File: src/rtl/mips_pkg.sv
// Shared MIPS datapath constants: register-file geometry and the hard-wired $zero index.
package mips_pkg;

    localparam int REG_ADDR_W = 5;
    localparam int REG_DATA_W = 32;

    localparam logic [REG_ADDR_W-1:0] ZERO_REG = 5'd0;

endpackage : mips_pkg

File: src/rtl/regfile_read_port.sv
// One combinational read port of the register file, with the $zero override.
module regfile_read_port
    import mips_pkg::*;
#(
    parameter int DATA_WIDTH = REG_DATA_W,
    parameter int ADDR_WIDTH = REG_ADDR_W
) (
    input  logic [DATA_WIDTH-1:0] regs [2**ADDR_WIDTH],
    input  logic [ADDR_WIDTH-1:0] addr,
    output logic [DATA_WIDTH-1:0] data
);

    // $zero reads 0 no matter what the storage holds; no write-to-read bypass.
    assign data = (addr == ADDR_WIDTH'(ZERO_REG)) ? '0 : regs[addr];

endmodule : regfile_read_port

File: src/rtl/registers_block.sv
// MIPS general-purpose register file: 32 x 32-bit, two asynchronous reads, one synchronous write.
module registers_block
    import mips_pkg::*;
#(
    parameter int DATA_WIDTH = REG_DATA_W,
    parameter int ADDR_WIDTH = REG_ADDR_W
) (
    input  logic                  clk,
    input  logic                  rst,
    input  logic                  WE,
    input  logic [ADDR_WIDTH-1:0] ReadReg1,
    input  logic [ADDR_WIDTH-1:0] ReadReg2,
    input  logic [ADDR_WIDTH-1:0] WriteReg,
    input  logic [DATA_WIDTH-1:0] WriteData,
    output logic [DATA_WIDTH-1:0] ReadData1,
    output logic [DATA_WIDTH-1:0] ReadData2
);

    localparam int DEPTH = 2**ADDR_WIDTH;

    logic [DATA_WIDTH-1:0] regs [DEPTH];

    // NOTE: the whole array is flop-based and cleared by the async reset so no entry is ever X;
    // this is why it cannot map onto a RAM macro. Non-blocking updates keep the write
    // edge-accurate, so a same-cycle read still sees the old value before the edge.
    always_ff @(posedge clk or posedge rst) begin
        if (rst) begin
            for (int i = 0; i < DEPTH; i++) begin
                regs[i] <= '0;
            end
        end else if (WE && (WriteReg != ADDR_WIDTH'(ZERO_REG))) begin
            regs[WriteReg] <= WriteData;
        end
    end

    regfile_read_port #(
        .DATA_WIDTH(DATA_WIDTH),
        .ADDR_WIDTH(ADDR_WIDTH)
    ) u_read_port1 (
        .regs(regs),
        .addr(ReadReg1),
        .data(ReadData1)
    );

    regfile_read_port #(
        .DATA_WIDTH(DATA_WIDTH),
        .ADDR_WIDTH(ADDR_WIDTH)
    ) u_read_port2 (
        .regs(regs),
        .addr(ReadReg2),
        .data(ReadData2)
    );

endmodule : registers_block

File: config.mk
export PLATFORM = sky130hd
export DESIGN_NAME = registers_block
export DESIGN_NICKNAME = d
export VERILOG_FILES = /design/src/rtl/mips_pkg.sv /design/src/rtl/regfile_read_port.sv /design/src/rtl/registers_block.sv
export SDC_FILE = /design/constraint.sdc
export NUM_CORES = 2
export LEC_CHECK = 0
export BUFFER_PORTS_ARGS = -buffer_cell sky130_fd_sc_hd__buf_2
export CAP_MARGIN = 10
export CORE_MARGIN = 2
export CORE_UTILIZATION = 44
export DETAILED_ROUTE_END_ITERATION = 7
export HOLD_SLACK_MARGIN = 0.08
export SETUP_SLACK_MARGIN = 0.02
export SYNTH_ARGS = -nofsm -noshare
export SYNTH_HDL_FRONTEND = slang
export SYNTH_SLANG_ARGS = --single-unit
export TNS_END_PERCENT = 20
File: constraint.sdc
create_clock -name clk -period 75.3 [get_ports clk]
set_input_delay 15.06 -clock clk [delete_from_list [all_inputs] [get_ports clk]]
set_output_delay 15.06 -clock clk [all_outputs]
set_load 0.02 [all_outputs]
==> impl_metrics.json <==
{
  "status": "completed",
  "p_total_uw": 1630,
  "die_x_um": 355,
  "die_h_um": 355,
  "fin_crit_sh_pct": 45.6,
  "final_cell_area_um2": 59800,
  "yosysSeqAreaShare_pct": 47.1,
  "fin_util_pct": 48.9,
  "syn_avg_cell_area_um2": 15.2,
  "place_congestion": 0.798,
  "htree_levels": 3,
  "numCtsBuffers": 114,
  "ios": 114,
  "place_ws_ps": 40980,
  "yosys_warnings": 0,
  "hold_path_class": "flip-flop to flip-flop",
  "yosysUniqueCellTypes": 35,
  "grt_overflow_total": 0,
  "initial_core_util_pct": 44.5,
  "ant_nets": 0,
  "fin_setup_tns_ps": 0,
  "vias_per_cell": 6.66,
  "reg_top3": "regs x1024",
  "end_kind": "output port",
  "num_rows": 128,
  "crit_path_frequent_cell": "buf_4",
  "seqCellArea_um2": 25600,
  "hpwl_um": 95200,
  "maxCapViolCount": 0,
  "ys_top_cells_by_area": "dfrtp_1, mux2_2, mux4_2",
  "yosysTopAreaCellShare_pct": 47.1,
  "synth_edf_count": 0,
  "crit_type": "primary input to output port",
  "grt_antenna_before_repair": 16,
  "synth_common_cells": "dfrtp_1, mux2_2, mux4_2",
  "tightest_slew_ps": 1200,
  "slew_headroom_pct": 19.8,
  "grt_pass1_vias": 35081,
  "routed_wl_um": 176000,
  "cts_root_buf": "clkbuf_16",
  "yosysTopAreaCell": "dfrtp_1",
  "crit_family": "buffers and inverters",
  "synth_top_flop_cell": "dfrtp_1",
  "fin_worst_skew_ps": 0,
  "synth.net_count": 3630,
  "slowest_stage": "a31oi_1",
  "final_max_slew_viol_count": 0,
  "clock_latency_ps": 720,
  "arrival_ps": 19270,
  "cts_tree": "yes",
  "cts.clk_slew.worst_paths_ps": 60,
  "multi_input_area_um2": 27000,
  "clock.fmax_mhz": 29.1,
  "grt_max_degree": 167,
  "cts_resized": 0,
  "fill_cells": 10436,
  "finalHoldViolCount": 0,
  "critical_path.cell_chain": "buf_8 > buf_4 > buf_4 > mux2i_1 > a221oi_1 > o21ai_0 > a31oi_1 > buf_2",
  "fin_nets": 3514,
  "start_kind": "primary input",
  "syn-instance-count": 3580,
  "core_um2": 122000,
  "grt_setup_unrepaired": "no",
  "p_per_area_nw_per_um2": 27.3,
  "p_leak_uw": 0.0258,
  "cts_buffer_depth": 3,
  "place_area_um2": 55900,
  "die_area_um2": 126000,
  "worstPathRequired_ps": 60240,
  "largest_reg_flops": 1024,
  "first_pass_iters": 5,
  "grt.total_usage_pct": 28.0,
  "ys_ff_latch": 1024,
  "drive_gt1_share_pct": 53.4,
  "drt_iter0_drc": 3643,
  "crit_buf_inv": 4,
  "cts_hold_buf": 0,
  "top_register": "regs",
  "setup_viol": 0,
  "final.min_clock_period_ps": 34330,
  "area_growth_pct": 9.97,
  "route.detailed.drc": 0,
  "synth_area_um2": 54400,
  "ir_drop_mv": 0.0251,
  "grt_pass1_wl_um": 257000,
  "async_flop_share_pct": 100,
  "max_stage_delay_ps": 940,
  "portBuffers": 113,
  "cts.sinks": 1024,
  "vias": 34541,
  "wl_per_cell_um": 33.9,
  "crit_fanout": 69,
  "post_cts_buffers": 0,
  "setup_slack_ps": 40970
}
placed cells by master, fill, tap and decap left out, types with 18 or more instances in the layout:
cell / n
a31oi_1: 32
a22oi_1: 64
a221o_1: 32
a311oi_1: 32
o21ai_1: 23
mux2_2: 1024
dfrtp_1: 1024
nand2_1: 37
clkbuf_8: 35
buf_2: 107
buf_4: 73
a211oi_1: 32
o2111ai_1: 18
clkinv_2: 22
clkbuf_1: 25
a221oi_1: 46
mux2i_1: 192
o21ai_0: 55
nor2_4: 19
clkbuf_16: 115
mux4_2: 448
nor2b_1: 32
path summary, 6_finish.rpt:
path / endpoint / from / cells past startpoint / slack (ps)
max: ReadData1[31] / ReadReg1[0] / 8 / 40970
min: regs[997]$_DFFE_PP0P_ / regs[997]$_DFFE_PP0P_ / 0 / 390
max reg2reg: regs[479]$_DFFE_PP0P_ / regs[479]$_DFFE_PP0P_ / 1 / 74500
min reg2reg: regs[997]$_DFFE_PP0P_ / regs[997]$_DFFE_PP0P_ / 0 / 390
max in group asynchronous: regs[837]$_DFFE_PP0P_ / rst / 4 / 58540
min in group asynchronous: regs[571]$_DFFE_PP0P_ / rst / 2 / 14480
where the power goes:
group          switching, µW  internal [µW]  total [µW]
combinational            133            189         322
sequential              78.1            655         733
clock                    238            342         579
total                    449           1190        1630
layer usage:
layer	track usage [%]	up-vias	share of wire, %	routed length (µm)
met5	0	-	0.054	95
met4	8.32	14	2.9	5020
met3	6.41	301	8.8	15500
met2	40.7	1570	44	77200
met1	41.8	18941	44	78300
li1	-	13715	-	-
logic make-up after synthesis:
logic type / synth area share [%]
compound gates: 4.55
simple gates: 1.22
flops: 47.1
buf+inv: 3.79
mux: 43.3
cell type report:
| class | count | area share [%] |
|---|---|---|
| sequential | 1024 | 42.9 |
| tap | 1625 | 3.40 |
| clock buffer | 175 | 5.78 |
| clock inverter | 39 | 0.737 |
| multi-input combinational | 2132 | 45.1 |
| inverter | 3 | 0.0398 |
| antenna | 3 | 0.0126 |
| timing repair buffer | 189 | 2.07 |
metrics by stage:
step           hold WS (ps)  instances
6_report                394       5190
5_1_grt                 409       5189
4_1_cts                 396       5187
3_5_place_dp            382       4973
3_3_place_gp            378       4973
2_1_floorplan           441       3580
No activity file was read; power rests on OpenSTA's default activity.
